`config.mk`:
```
export PLATFORM = sky130hd
export DESIGN_NAME = csa4_serial_sched
export DESIGN_NICKNAME = d
export VERILOG_FILES = /design/src/rtl/csa4_pkg.sv /design/src/rtl/col_reduce4.sv /design/src/rtl/csa4_serial_sched.sv
export SDC_FILE = /design/constraint.sdc
export NUM_CORES = 1
export LEC_CHECK = 0
export BUFFER_PORTS_ARGS = -buffer_cell sky130_fd_sc_hd__buf_4
export CAP_MARGIN = 20
export CORE_MARGIN = 2
export CORE_UTILIZATION = 49
export CTS_CLUSTER_SIZE = 25
export DETAILED_ROUTE_END_ITERATION = 16
export GPL_TIMING_DRIVEN = 1
export HOLD_SLACK_MARGIN = 0.1
export PLACE_DENSITY = 0.76
export SLEW_MARGIN = 25
export SYNTH_ARGS = -nofsm -noshare
export SYNTH_HDL_FRONTEND = slang
export SYNTH_HIERARCHICAL = 1
export SYNTH_SLANG_ARGS = --single-unit
```
`constraint.sdc`:
```
create_clock -name clk -period 2.65 [get_ports clk]
set_clock_uncertainty 0.15 [all_clocks]
set_input_delay 0.265 -clock clk [delete_from_list [all_inputs] [get_ports clk]]
set_output_delay 0.265 -clock clk [all_outputs]
set_load 0.1 [all_outputs]
```
`src/rtl/csa4_pkg.sv`:
```
`default_nettype none
// +--------------------------------------------------------------------------+
// | Module  : csa4_pkg                                                       |
// | Brief   : Shared types and constants for the bit-serial 4-operand adder. |
// | Revision: 1.0                                                            |
// +--------------------------------------------------------------------------+
package csa4_pkg;

    typedef enum logic [1:0] {
        ST_IDLE  = 2'd0,
        ST_RUN   = 2'd1,
        ST_FLUSH = 2'd2,
        ST_DONE  = 2'd3
    } state_t;

    // Inter-column carry never exceeds 4, so three bits hold it.
    localparam int KCW = 3;

    function automatic int res_width(input int w);
        return w + 2;
    endfunction

endpackage
`default_nettype wire

```
`src/rtl/col_reduce4.sv`:
```
`default_nettype none
// +--------------------------------------------------------------------------+
// | Module  : col_reduce4                                                    |
// | Brief   : One column of the 4:2 reduction: four bits plus carry state in,|
// |           sum bit and next carry state out. Purely combinational.        |
// | Revision: 1.0                                                            |
// +--------------------------------------------------------------------------+
module col_reduce4
    import csa4_pkg::*;
(
    input  logic [3:0]     bits,
    input  logic [KCW-1:0] kc,
    output logic           sum,
    output logic [KCW-1:0] kc_next
);

    // Column total reaches 8 when all bits are set and kc is 4.
    logic [KCW:0] w_t;

    always_comb begin
        w_t = {{KCW{1'b0}}, bits[0]} + {{KCW{1'b0}}, bits[1]}
            + {{KCW{1'b0}}, bits[2]} + {{KCW{1'b0}}, bits[3]}
            + {1'b0, kc};
        sum     = w_t[0];
        kc_next = w_t[KCW:1];
    end

endmodule
`default_nettype wire

```
`src/rtl/csa4_serial_sched.sv`:
```
`default_nettype none
// +--------------------------------------------------------------------------+
// | Module  : csa4_serial_sched                                              |
// | Brief   : Bit-serial a+b+c+d over one shared column slice, W data columns|
// |           plus two carry-flush columns, valid/ready on both sides.       |
// | Revision: 1.0                                                            |
// +--------------------------------------------------------------------------+
module csa4_serial_sched
    import csa4_pkg::*;
#(
    parameter int W  = 8,
    parameter int CW = $clog2(W + 3)
) (
    input  logic                clk,
    input  logic                rst_n,
    input  logic                in_valid,
    output logic                in_ready,
    input  logic [W-1:0]        a,
    input  logic [W-1:0]        b,
    input  logic [W-1:0]        c,
    input  logic [W-1:0]        d,
    output logic                out_valid,
    input  logic                out_ready,
    output logic [W+1:0]        result,
    output logic                busy
);

    localparam int             RW           = res_width(W);
    localparam logic [CW-1:0]  c_last_run   = CW'(W - 1);
    localparam logic [CW-1:0]  c_last_flush = CW'(W + 1);

    state_t          r_state;
    state_t          w_state_nxt;
    logic [W-1:0]    r_a;
    logic [W-1:0]    r_b;
    logic [W-1:0]    r_c;
    logic [W-1:0]    r_d;
    logic [KCW-1:0]  r_kc;
    logic [KCW-1:0]  w_kc_nxt;
    logic [CW-1:0]   r_cnt;
    logic [RW-1:0]   r_res;
    logic            w_accept;
    logic [3:0]      w_col;
    logic            w_sum;

    always_ff @(posedge clk or negedge rst_n) begin
        if (!rst_n) begin
            r_state <= ST_IDLE;
        end else begin
            r_state <= w_state_nxt;
        end
    end

    always_comb begin
        w_state_nxt = r_state;
        in_ready    = 1'b0;
        out_valid   = 1'b0;
        busy        = 1'b0;
        w_accept    = 1'b0;
        case (r_state)
            ST_IDLE: begin
                in_ready = 1'b1;
                if (in_valid) begin
                    w_accept    = 1'b1;
                    w_state_nxt = ST_RUN;
                end
            end
            ST_RUN: begin
                busy = 1'b1;
                if (r_cnt == c_last_run) begin
                    w_state_nxt = ST_FLUSH;
                end
            end
            ST_FLUSH: begin
                busy = 1'b1;
                if (r_cnt == c_last_flush) begin
                    w_state_nxt = ST_DONE;
                end
            end
            ST_DONE: begin
                out_valid = 1'b1;
                if (out_ready) begin
                    w_state_nxt = ST_IDLE;
                end
            end
            default: w_state_nxt = ST_IDLE;
        endcase
    end

    // Flush columns feed zeros so only the pending carry drains out.
    assign w_col = (r_state == ST_RUN) ? {r_d[0], r_c[0], r_b[0], r_a[0]} : 4'b0000;

    col_reduce4 u_col (
        .bits    (w_col),
        .kc      (r_kc),
        .sum     (w_sum),
        .kc_next (w_kc_nxt)
    );

    always_ff @(posedge clk or negedge rst_n) begin
        if (!rst_n) begin
            r_a   <= '0;
            r_b   <= '0;
            r_c   <= '0;
            r_d   <= '0;
            r_kc  <= '0;
            r_cnt <= '0;
            r_res <= '0;
        end else if (w_accept) begin
            r_a   <= a;
            r_b   <= b;
            r_c   <= c;
            r_d   <= d;
            r_kc  <= '0;
            r_cnt <= '0;
        end else if (busy) begin
            r_a   <= r_a >> 1;
            r_b   <= r_b >> 1;
            r_c   <= r_c >> 1;
            r_d   <= r_d >> 1;
            r_kc  <= w_kc_nxt;
            r_cnt <= r_cnt + CW'(1);
            // After W+2 shifts the first column's sum bit lands in bit 0.
            r_res <= {w_sum, r_res[RW-1:1]};
        end
    end

    assign result = r_res;

endmodule
`default_nettype wire

```
==> impl_metrics.ini <==
[status]
status = finished, final reports clean

[drt]
wirelength_um = 4863
ant_nets = 0
wl_met3_um = 202
num_vias = 1810
wl_met2_um = 2439
drtPass1Iterations = 4
wire_per_inst_um = 12.87
drc = 0
dr.first_iter.drc_count = 95
m1WireLength_um = 2174
avgViaCountPerCell = 4.788
highest_layer = met4

[worst_setup_path]
r2r-start = r_state[1]$_DFFE_PN0P_
arrival_ps = 2660
r2r_cells = 10
start_kind = register
crit_path_end_kind = register
path_class = register to register
cp_max_fo = 5
rr_endpoint = r_kc[0]$_DFFE_PN0P_
worstPathRequired_ps = 2660
r2r_slack_ps = 2

[sta]
hold_viol = 0
tightest_slew_ps = 611.6
setup_viol_count_final = 0
final.min_clock_period_ps = 2648
max_freq_mhz = 377.7
slew_violations = 0
maxSlewHeadroom = 0.5923
rsz0062_at_grt = true
fin_hold_ws_ps = 280.4
fin_ws_ps = 2.339
finalCritPeriodShare = 0.9991

[synth]
synth_xor_area_frac = 0.01387
syn_nets = 273
synth_area_leaders = dfrtp_1 (51%), mux2i_1 (12%), o21ai_0 (6.3%)
synth_common_cells = dfrtp_1 (51), nand2_1 (35), o21ai_0 (32), mux2i_1 (31)
synth-compound-area-share = 0.07974
yosysTopAreaCell = dfrtp_1
synth_top_area_share = 0.5052
synth.distinct_cells = 28
async_reset_ff_frac = 1.000
synth-adder-area-share = 0.06340
synth_edf_count = 0
synth.avg_cell_area_sq_um = 11.18
ys.flop_type = dfrtp_1
synth-simple-area-share = 0.09856
synth.most_common_cell = dfrtp_1
syn-instance-count = 226
synth_area_sq_um = 2526
synth_top_family_by_area = multiplexers
yosysWarnings = 6
ys_seq_elements = 51
synth_seq_area_share = 0.5052
synth_mux_area_frac = 0.1867

[run]
drv_cap = 0

[pwr]
p_per_area_nw_per_um2 = 1309
vdd_drop_max_mv = 0.8766
power_uw = 4432
p_leak_uw = 0.001670

[min_path]
hold_class = input port to register
hold_depth = 5
hold_end = r_state[0]$_DFFE_PN0P_
hold_start = out_ready

[finish]
fillers = 381
finalNonFillerCells = 378
regArea_sq_um = 1276
syn_to_final_growth_pct = 34.03
finalInstanceArea_sq_um = 3386
drive_gt1_frac = 0.2695
multi_input_area_sq_um = 1141
final_nets = 354
diodes = 0

[placed_design]
hpwlAfterDp_um = 3081
place_inst = 336
dp_slack_ps = -116.2
routabilityCongestion = 0.7333
post_dp_cell_area_sq_um = 2928
port_buffers = 48

[clock_tree]
cts-root-buf = clkbuf_8
clk_pin_slew_ps = 80
tritoncts = yes
clock-sinks = 51
h-tree-depth = 2
cts_buffer_depth = 2
cts_buffers = 5
clk-insertion-delay-late_ps = 300

[floorplanning]
row_count = 26
die_w_um = 75.80
die_y_um = 75.80
core_area_sq_um = 5042
die_area_sq_um = 5746
io_pins = 49
initial_utilization = 0.5010

[global_routing]
grt-ovfl-total = 0
grt_start_max_net_pins = 72
grt_pass1_wl_um = 7941
track_usage = 0.1831
antenna_found_initial = 0
grt_pass1_vias = 1825
[cell families after synthesis]
kind of cell / Yosys count
mux: 42
buf+inv: 24
compound gates: 38
simple gates: 56
xor+xnor: 4
fa+ha+maj: 11
flops: 51
[how the worst max path moves through the flow]
stage | endpoint | from | slack, ps | cells past startpoint
4_1_cts | r_kc[0]$_DFFE_PN0P_ | r_state[0]$_DFFE_PN0P_ | 9 | 9
3_3_place_gp | r_kc[0]$_DFFE_PN0P_ | r_state[0]$_DFFE_PN0P_ | 8 | 9
6_report | r_kc[0]$_DFFE_PN0P_ | r_state[1]$_DFFE_PN0P_ | 2 | 10
5_1_grt | r_kc[0]$_DFFE_PN0P_ | r_state[1]$_DFFE_PN0P_ | -120 | 10
3_5_place_dp | r_kc[0]$_DFFE_PN0P_ | r_state[0]$_DFFE_PN0P_ | -120 | 9
2_1_floorplan | r_kc[0]$_DFFE_PN0P_ | r_state[1]$_DFFE_PN0P_ | 20 | 10
[power breakdown]
part / total [uW] / switching [uW] / leakage [uW] / internal, uW
Combinational: 2630 / 1570 / 0.000962 / 1070
Sequential: 1330 / 211 / 0.000656 / 1120
Clock: 474 / 236 / 0.0000515 / 238
Total: 4430 / 2010 / 0.00167 / 2420
[per-stage QoR]
stage	util	TNS, ps
final	0.6715	0
after global routing	0.6715	-121.4
after CTS	0.6715	0
after detailed placement	0.5806	-116.2
after global placement	0.5806	0
after floorplan	-	0
[critical path, cell delays in order, from the launching register on]
cell and delay, ps:
dfrtp_1 370, inv_2 60, ha_4 170, and2_4 140, fa_1 560, inv_2 40, fa_2 340, inv_2 60
fa_1 410, mux2i_1 160, nor2_1 60
[routing by layer]
metal  vias to the layer above  GRT usage
met2                        41     0.3161
met4                         0    0.04094
met5                         -          0
met1                       851     0.2320
met3                         5    0.04630
li1                        913          -
[state kept, by name, indices dropped and copies added (netlist names)]
signal / cells
r_b: 8
result: 10
r_cnt: 4
r_kc: 3
r_state: 2
r_c: 8
r_a: 8
r_d: 8
[repair_timing]
action / 4_1_cts / 5_1_grt
endpoints found under the hold margin: 83 / 0
endpoints found under the setup margin: 1 / 1
gates cloned: 0 / 0
hold buffers: 33 / 0
setup buffers: 1 / 0
pin swaps: 1 / 0
gates resized for setup: 7 / 1
[final cells by class]
type | count | share of cell area
Timing Repair Buffer | 88 | 0.2195
Sequential cell | 51 | 0.3769
Multi-Input combinational cell | 151 | 0.3370
Clock buffer | 8 | 0.02956
Tap cell | 70 | 0.02587
Inverter | 10 | 0.01109
[placed cells by master (no fill, tap or decap)]
master / count
xor2_1: 3
mux2_4: 10
nor2b_1: 1
nand3_1: 1
o21ai_0: 32
mux2i_1: 31
a22oi_1: 1
dlygate4sd3_1: 33
nor2b_4: 1
nor2_1: 8
fa_2: 1
nand2b_1: 4
and2_4: 2
clkbuf_1: 1
mux2_2: 1
o21ai_1: 2
ha_4: 1
nand4_1: 1
clkbuf_8: 7
ha_1: 6
dfrtp_1: 51
buf_4: 55
a211oi_1: 1
fa_1: 2
inv_1: 7
ha_2: 1
xnor2_1: 1
nand2_1: 35
a32oi_1: 1
o21a_1: 1
inv_2: 3
and2_2: 1
and2_1: 2
Power figures use the tool's default switching activity.
